$ cat src/rtl/log2_iter_if.sv
// Ready/valid operand and result channels of the iterative log2 unit.
interface log2_iter_if #(
    parameter int unsigned W  = 8,
    parameter int unsigned OW = 9
);
    logic          valid_i;
    logic          ready_o;
    logic [W-1:0]  number;
    logic          valid_o;
    logic          ready_i;
    logic [OW-1:0] logNumber;
    logic          err_o;

    modport slave (
        input  valid_i, number, ready_i,
        output ready_o, valid_o, logNumber, err_o
    );

    modport master (
        output valid_i, number, ready_i,
        input  ready_o, valid_o, logNumber, err_o
    );
endinterface

$ cat src/rtl/log2_iter.sv
// Iterative signed fixed-point log2: normalise to a Q1 mantissa, then produce one
// fraction bit per cycle by repeated squaring. Non-positive operands raise err_o.
module log2_iter #(
    parameter int unsigned M     = 2,
    parameter int unsigned N     = 5,
    parameter int unsigned F     = 5,
    parameter int unsigned ROUND = 0
) (
    input  logic        clk_i,
    input  logic        rstn_i,
    log2_iter_if.slave  bus
);
    localparam int unsigned W  = M + N + 1;
    localparam int unsigned MW = M + N;
    localparam int unsigned I  = $clog2(M + N + 1) + 1;
    localparam int unsigned OW = I + F;
    localparam int unsigned FW = F + ROUND;
    localparam int unsigned CW = $clog2(FW + 1);
    localparam int unsigned PW = (MW > 1) ? $clog2(MW) : 1;

    typedef enum logic [1:0] {IDLE, NORM, ITER, DONE} state_t;

    state_t        state_q, state_d;
    logic          ready_q, ready_d;
    logic          valid_q, valid_d;
    logic          err_q, err_d;
    logic [OW-1:0] res_q, res_d;
    logic [CW-1:0] cnt_q, cnt_d;
    logic [MW-1:0] opnd_q, opnd_d;
    logic [MW-1:0] y_q, y_d;
    logic [FW-1:0] frac_q, frac_d;
    logic [I-1:0]  int_q, int_d;

    logic [PW-1:0]   lead;
    logic [MW-1:0]   y_norm;
    logic [I-1:0]    int_norm;
    logic [2*MW-1:0] sq;
    logic [MW:0]     y2t;
    logic            sq_bit;
    logic [MW-1:0]   y_next;
    logic [FW-1:0]   frac_next;
    logic            rnd_bit;
    logic [OW-1:0]   res_next;
    logic            opnd_pos;

    // Leading-one position of the registered magnitude (highest set bit wins).
    always_comb begin
        lead = '0;
        for (int i = 0; i < int'(MW); i++) begin
            if (opnd_q[i]) lead = PW'(i);
        end
    end

    // Normalisation, squaring step and result assembly.
    always_comb begin
        y_norm    = opnd_q << (PW'(MW - 1) - lead);
        int_norm  = I'(lead) - I'(N);
        sq        = (2*MW)'(y_q) * (2*MW)'(y_q);
        y2t       = (MW+1)'(sq >> (MW - 1));
        sq_bit    = y2t[MW];
        y_next    = sq_bit ? y2t[MW:1] : y2t[MW-1:0];
        frac_next = FW'({frac_q, sq_bit});
        rnd_bit   = (ROUND != 0) ? frac_next[0] : 1'b0;
        res_next  = {int_q, frac_next[FW-1 -: F]} + OW'(rnd_bit);
        opnd_pos  = ~bus.number[W-1] & (|bus.number[W-2:0]);
    end

    always_ff @(posedge clk_i) begin
        if (rstn_i) begin
            state_q <= IDLE;
            ready_q <= 1'b1;
            valid_q <= 1'b0;
            err_q   <= 1'b0;
            res_q   <= '0;
            cnt_q   <= '0;
            opnd_q  <= '0;
            y_q     <= '0;
            frac_q  <= '0;
            int_q   <= '0;
        end else begin
            state_q <= state_d;
            ready_q <= ready_d;
            valid_q <= valid_d;
            err_q   <= err_d;
            res_q   <= res_d;
            cnt_q   <= cnt_d;
            opnd_q  <= opnd_d;
            y_q     <= y_d;
            frac_q  <= frac_d;
            int_q   <= int_d;
        end
    end

    // Next state and next values of every registered output.
    always_comb begin
        state_d = state_q;
        ready_d = ready_q;
        valid_d = valid_q;
        err_d   = err_q;
        res_d   = res_q;
        cnt_d   = cnt_q;
        opnd_d  = opnd_q;
        y_d     = y_q;
        frac_d  = frac_q;
        int_d   = int_q;
        unique case (state_q)
            IDLE: begin
                if (bus.valid_i && ready_q) begin
                    opnd_d  = bus.number[W-2:0];
                    ready_d = 1'b0;
                    if (opnd_pos) begin
                        state_d = NORM;
                    end else begin
                        state_d = DONE;
                        valid_d = 1'b1;
                        err_d   = 1'b1;
                        res_d   = '0;
                    end
                end
            end
            NORM: begin
                y_d     = y_norm;
                int_d   = int_norm;
                cnt_d   = '0;
                frac_d  = '0;
                state_d = ITER;
            end
            ITER: begin
                y_d    = y_next;
                frac_d = frac_next;
                cnt_d  = CW'(cnt_q + 1'b1);
                if (cnt_q == CW'(FW - 1)) begin
                    state_d = DONE;
                    valid_d = 1'b1;
                    err_d   = 1'b0;
                    res_d   = res_next;
                end
            end
            DONE: begin
                if (bus.ready_i) begin
                    state_d = IDLE;
                    valid_d = 1'b0;
                    ready_d = 1'b1;
                end
            end
            default: state_d = IDLE;
        endcase
    end

    assign bus.ready_o   = ready_q;
    assign bus.valid_o   = valid_q;
    assign bus.logNumber = res_q;
    assign bus.err_o     = err_q;
endmodule

$ cat src/flat_wrapper.sv
// flat-port wrapper written by rule: the top's interface ports become plain ports
module log2_iter_flat 
#(
    parameter int unsigned M     = 2,
    parameter int unsigned N     = 5,
    parameter int unsigned F     = 5,
    parameter int unsigned ROUND = 0
)
  (clk_i, rstn_i, bus_valid_i, bus_number, bus_ready_i, bus_ready_o, bus_valid_o, bus_logNumber, bus_err_o);
  log2_iter_if #(.W(8), .OW(9)) bus_i ();
  input  logic clk_i;
  input  logic rstn_i;
  input wire logic [$bits(bus_i.valid_i)-1:0] bus_valid_i;
  input wire logic [$bits(bus_i.number)-1:0] bus_number;
  input wire logic [$bits(bus_i.ready_i)-1:0] bus_ready_i;
  output wire logic [$bits(bus_i.ready_o)-1:0] bus_ready_o;
  output wire logic [$bits(bus_i.valid_o)-1:0] bus_valid_o;
  output wire logic [$bits(bus_i.logNumber)-1:0] bus_logNumber;
  output wire logic [$bits(bus_i.err_o)-1:0] bus_err_o;
  assign bus_i.valid_i = bus_valid_i;
  assign bus_i.number = bus_number;
  assign bus_i.ready_i = bus_ready_i;
  assign bus_ready_o = bus_i.ready_o;
  assign bus_valid_o = bus_i.valid_o;
  assign bus_logNumber = bus_i.logNumber;
  assign bus_err_o = bus_i.err_o;
  log2_iter #(.M(M), .N(N), .F(F), .ROUND(ROUND)) u_core (.clk_i(clk_i), .rstn_i(rstn_i), .bus(bus_i));
endmodule
$ cat config.mk
export PLATFORM = sky130hd
export DESIGN_NAME = log2_iter_flat
export DESIGN_NICKNAME = d
export VERILOG_FILES = /design/src/rtl/log2_iter_if.sv /design/src/rtl/log2_iter.sv /design/src/flat_wrapper.sv
export SDC_FILE = /design/constraint.sdc
export NUM_CORES = 1
export LEC_CHECK = 0
export BUFFER_PORTS_ARGS = -buffer_cell sky130_fd_sc_hd__buf_2
export CORE_MARGIN = 4
export CORE_UTILIZATION = 35
export DETAILED_ROUTE_END_ITERATION = 8
export PLACE_DENSITY = 0.59
export SETUP_SLACK_MARGIN = 0.1
export SLEW_MARGIN = 0
export SYNTH_ARGS = -nofsm -noshare
export SYNTH_HDL_FRONTEND = slang
export SYNTH_SLANG_ARGS = --single-unit
$ cat constraint.sdc
create_clock -name clk_i -period 11.85 [get_ports clk_i]
set_input_delay 3.555 -clock clk_i [delete_from_list [all_inputs] [get_ports clk_i]]
set_output_delay 3.555 -clock clk_i [all_outputs]
set_load 0.02 [all_outputs]
==> run metrics <==
status finished, final reports clean; Final ANT Viol Nets 0; dpl cell area 0.00347 mm^2; top-area cell type share of the netlist area 0.238; Worst Tran Pin Value 1050 ps; Vias 2747; Final nets 467; Synth Area in Simple Gates 0.190; Fin. Hold Viols 0; Overall Global Routing Usage 0.134; FF-to-FF setup slack 6650 ps; HP Class reg2reg; share of cells above drive strength 1 0.110; largest net degree at the start of global routing 41; Max Cap Viol 0; Crit path arrival time 5390 ps; Setup WS pre-CTS 6450 ps; mux contribution to synthesized area 0.0545; Finish-stage setup viols 0; first-pass GRT wire length 12500 um; Post-synth EDFFs 0; Fin Clk Skew 5.89 ps; XOR/XNOR Fraction of Synth Area 0.0427; Tot Pwr 0.701 mW; Post-CTS Resized 0; RSZ-0062 raised after global routing no; Synth Cell Area 0.00328 mm^2; final core occ 0.390; DRC viols 0; worst reg2reg path depth 17; number of port buffers 23; Die Wd 105 um; most frequent cells after synthesis 48 x nor2_1, 39 x dfxtp_1, 35 x ha_1, 33 x inv_1, 27 x a21oi_1; final instance area 0.00358 mm^2; buffer count from post-CTS setup fixing 0; asr flop ratio synth 0; first-pass iteration count of the detailed router 4; via density per instance 5.28; Crit Path Category reg2reg; main combinational cell family by area after synthesis compound AO/OA/AOI/OAI gates; Post-Synth Adder-Cell Area 0.207; Critical path origin u_core.y_q[5]; maximum VDD drop 0.130 mV; worst flop-to-flop path startpoint u_core.y_q[5]; clk slew on worst S/H paths 80 ps; Slew HR 0.293; Clock Path Buffers 2; Area Growth Syn to Fin 9.23%; Routed WL 7030 um; CTS Buf Count 5; Mapped Cells 395; Netlist cell types 58; setup_tns 0 ps; count leader, synth nor2_1; Seq cells post-synth 39; GP Congestion 0.830; Tmin final 5200 ps; CTS tree built; final setup margin 6650 ps; Overflow after GRT 0; clk sinks 39; antenna diode count 0; Tcrit/Tclk final 0.439; dpl hpwl 5370 um; Die H 105 um; H-tree levels 2; Leak 1.60 nW; PwrDens 195 mW/mm^2; wire per inst 13.5 um; vias in the first global route 2655; Worst Setup End Kind flip-flop; largest cells by area after synthesis dfxtp_1 24%, ha_1 13%, fa_1 7.3%, nor2_1 5.5%, a21oi_1 4.1%; Worst EP required 12040 ps; RR Endpoint u_core.y_q[1]; core area 0.00920 mm^2; Starting Density 0.357; register area share after synthesis 0.238; Slew Limit Fails 0; First DRT Iteration DRCs 98; initial antenna violation count 0; site row count 35; Synth Warn # 0; Max Clk Rate 192 MHz; Worst setup SP type flip-flop; Primary FF master, synth dfxtp_1; crit-path max FO 13; die area 0.0110 mm^2; syn_nets 454; num ports 24; cell taking the most area after synthesis dfxtp_1; Mapped Avg Cell Area 8.31 um^2; clock root cell clkbuf_8; Worst-Skew Late Latency 290 ps; crit path to u_core.y_q[1]; hold buffers post-CTS 0; compound-gate portion of the synthesized area 0.209
## worst min path at each step
stage                     startpoint               end  slack (ps)  cells after the start
floorplan           u_core.frac_q[3]  u_core.frac_q[3]         440                      2
global placement    u_core.bus.err_o  u_core.bus.err_o         440                      2
detailed placement  u_core.bus.err_o  u_core.bus.err_o         440                      2
CTS                 u_core.bus.err_o  u_core.bus.err_o         460                      2
global route        u_core.bus.err_o  u_core.bus.err_o         500                      2
finish              u_core.bus.err_o  u_core.bus.err_o         460                      2
## where the power goes
group | internal, mW | switching (mW) | total [mW]
registers | 0.159 | 0.0456 | 0.204
clock network | 0.0682 | 0.0476 | 0.116
logic | 0.148 | 0.233 | 0.381
## metal layers
layer  GRT usage  vias to the layer above  wire [um]
met1       0.184                     1302       3540
met2       0.227                       30       3290
met5           0                        -          0
met4      0.0225                        0         38
met3      0.0173                        5        160
li1            -                     1410          -
## through the flow
stage / hold WS, ps / instances
6_report: 458 / 520
5_1_grt: 503 / 520
4_1_cts: 456 / 520
3_5_place_dp: 444 / 512
3_3_place_gp: 443 / 512
2_1_floorplan: 441 / 395
## area by class of cell
cell class | instances | area (um^2)
clock inverter | 2 | 35.0
inverter | 33 | 124
tap | 111 | 139
clock buffer | 6 | 82.6
sequential | 39 | 781
timing repair buffer | 23 | 115
multi-input combinational | 306 | 2310
fill | 975 | 5610
## worst max-delay path: stages, from the launching register on
cell	delay, ps
dfxtp_1	610
nand2_1	190
xor2_1	180
ha_1	270
inv_1	50
fa_1	530
inv_1	60
fa_1	540
inv_1	60
fa_1	530
inv_1	40
ha_1	350
nand3_1	110
o21ai_2	270
a41oi_4	190
a31oi_4	410
mux2_4	350
a2111oi_4	350
## state kept, by name, indices dropped and copies added (netlist names)
register	cells
u_core.frac_q	4
u_core.bus.valid_o	1
u_core.opnd_q	7
u_core.bus.logNumber	9
u_core.y_q	7
u_core.bus.err_o	1
u_core.cnt_q	3
u_core.state_q	2
u_core.bus.ready_o	1
u_core.int_q	4
## cells by family after synthesis
logic type	Yosys count
multiplexers	17
XOR/XNOR	16
flip-flops	39
AO/OA/AOI/OAI	96
buffers and inverters	50
adder cells (fa/ha/maj)	47
AND/OR/NAND/NOR	130
## layout by cell type (no fill, tap or decap), types with 4 or more instances in the layout
master	n
a22oi_1	10
o21ai_0	13
and2_1	16
a21oi_1	27
nor2_1	48
buf_2	23
and3_1	4
clkbuf_8	6
nand2_1	26
a211oi_1	9
mux2i_1	13
nand2b_1	5
dfxtp_1	39
xnor2_1	13
nand3_1	12
ha_1	35
a31oi_1	4
inv_1	33
fa_1	12
Power figures use the tool's default switching activity.
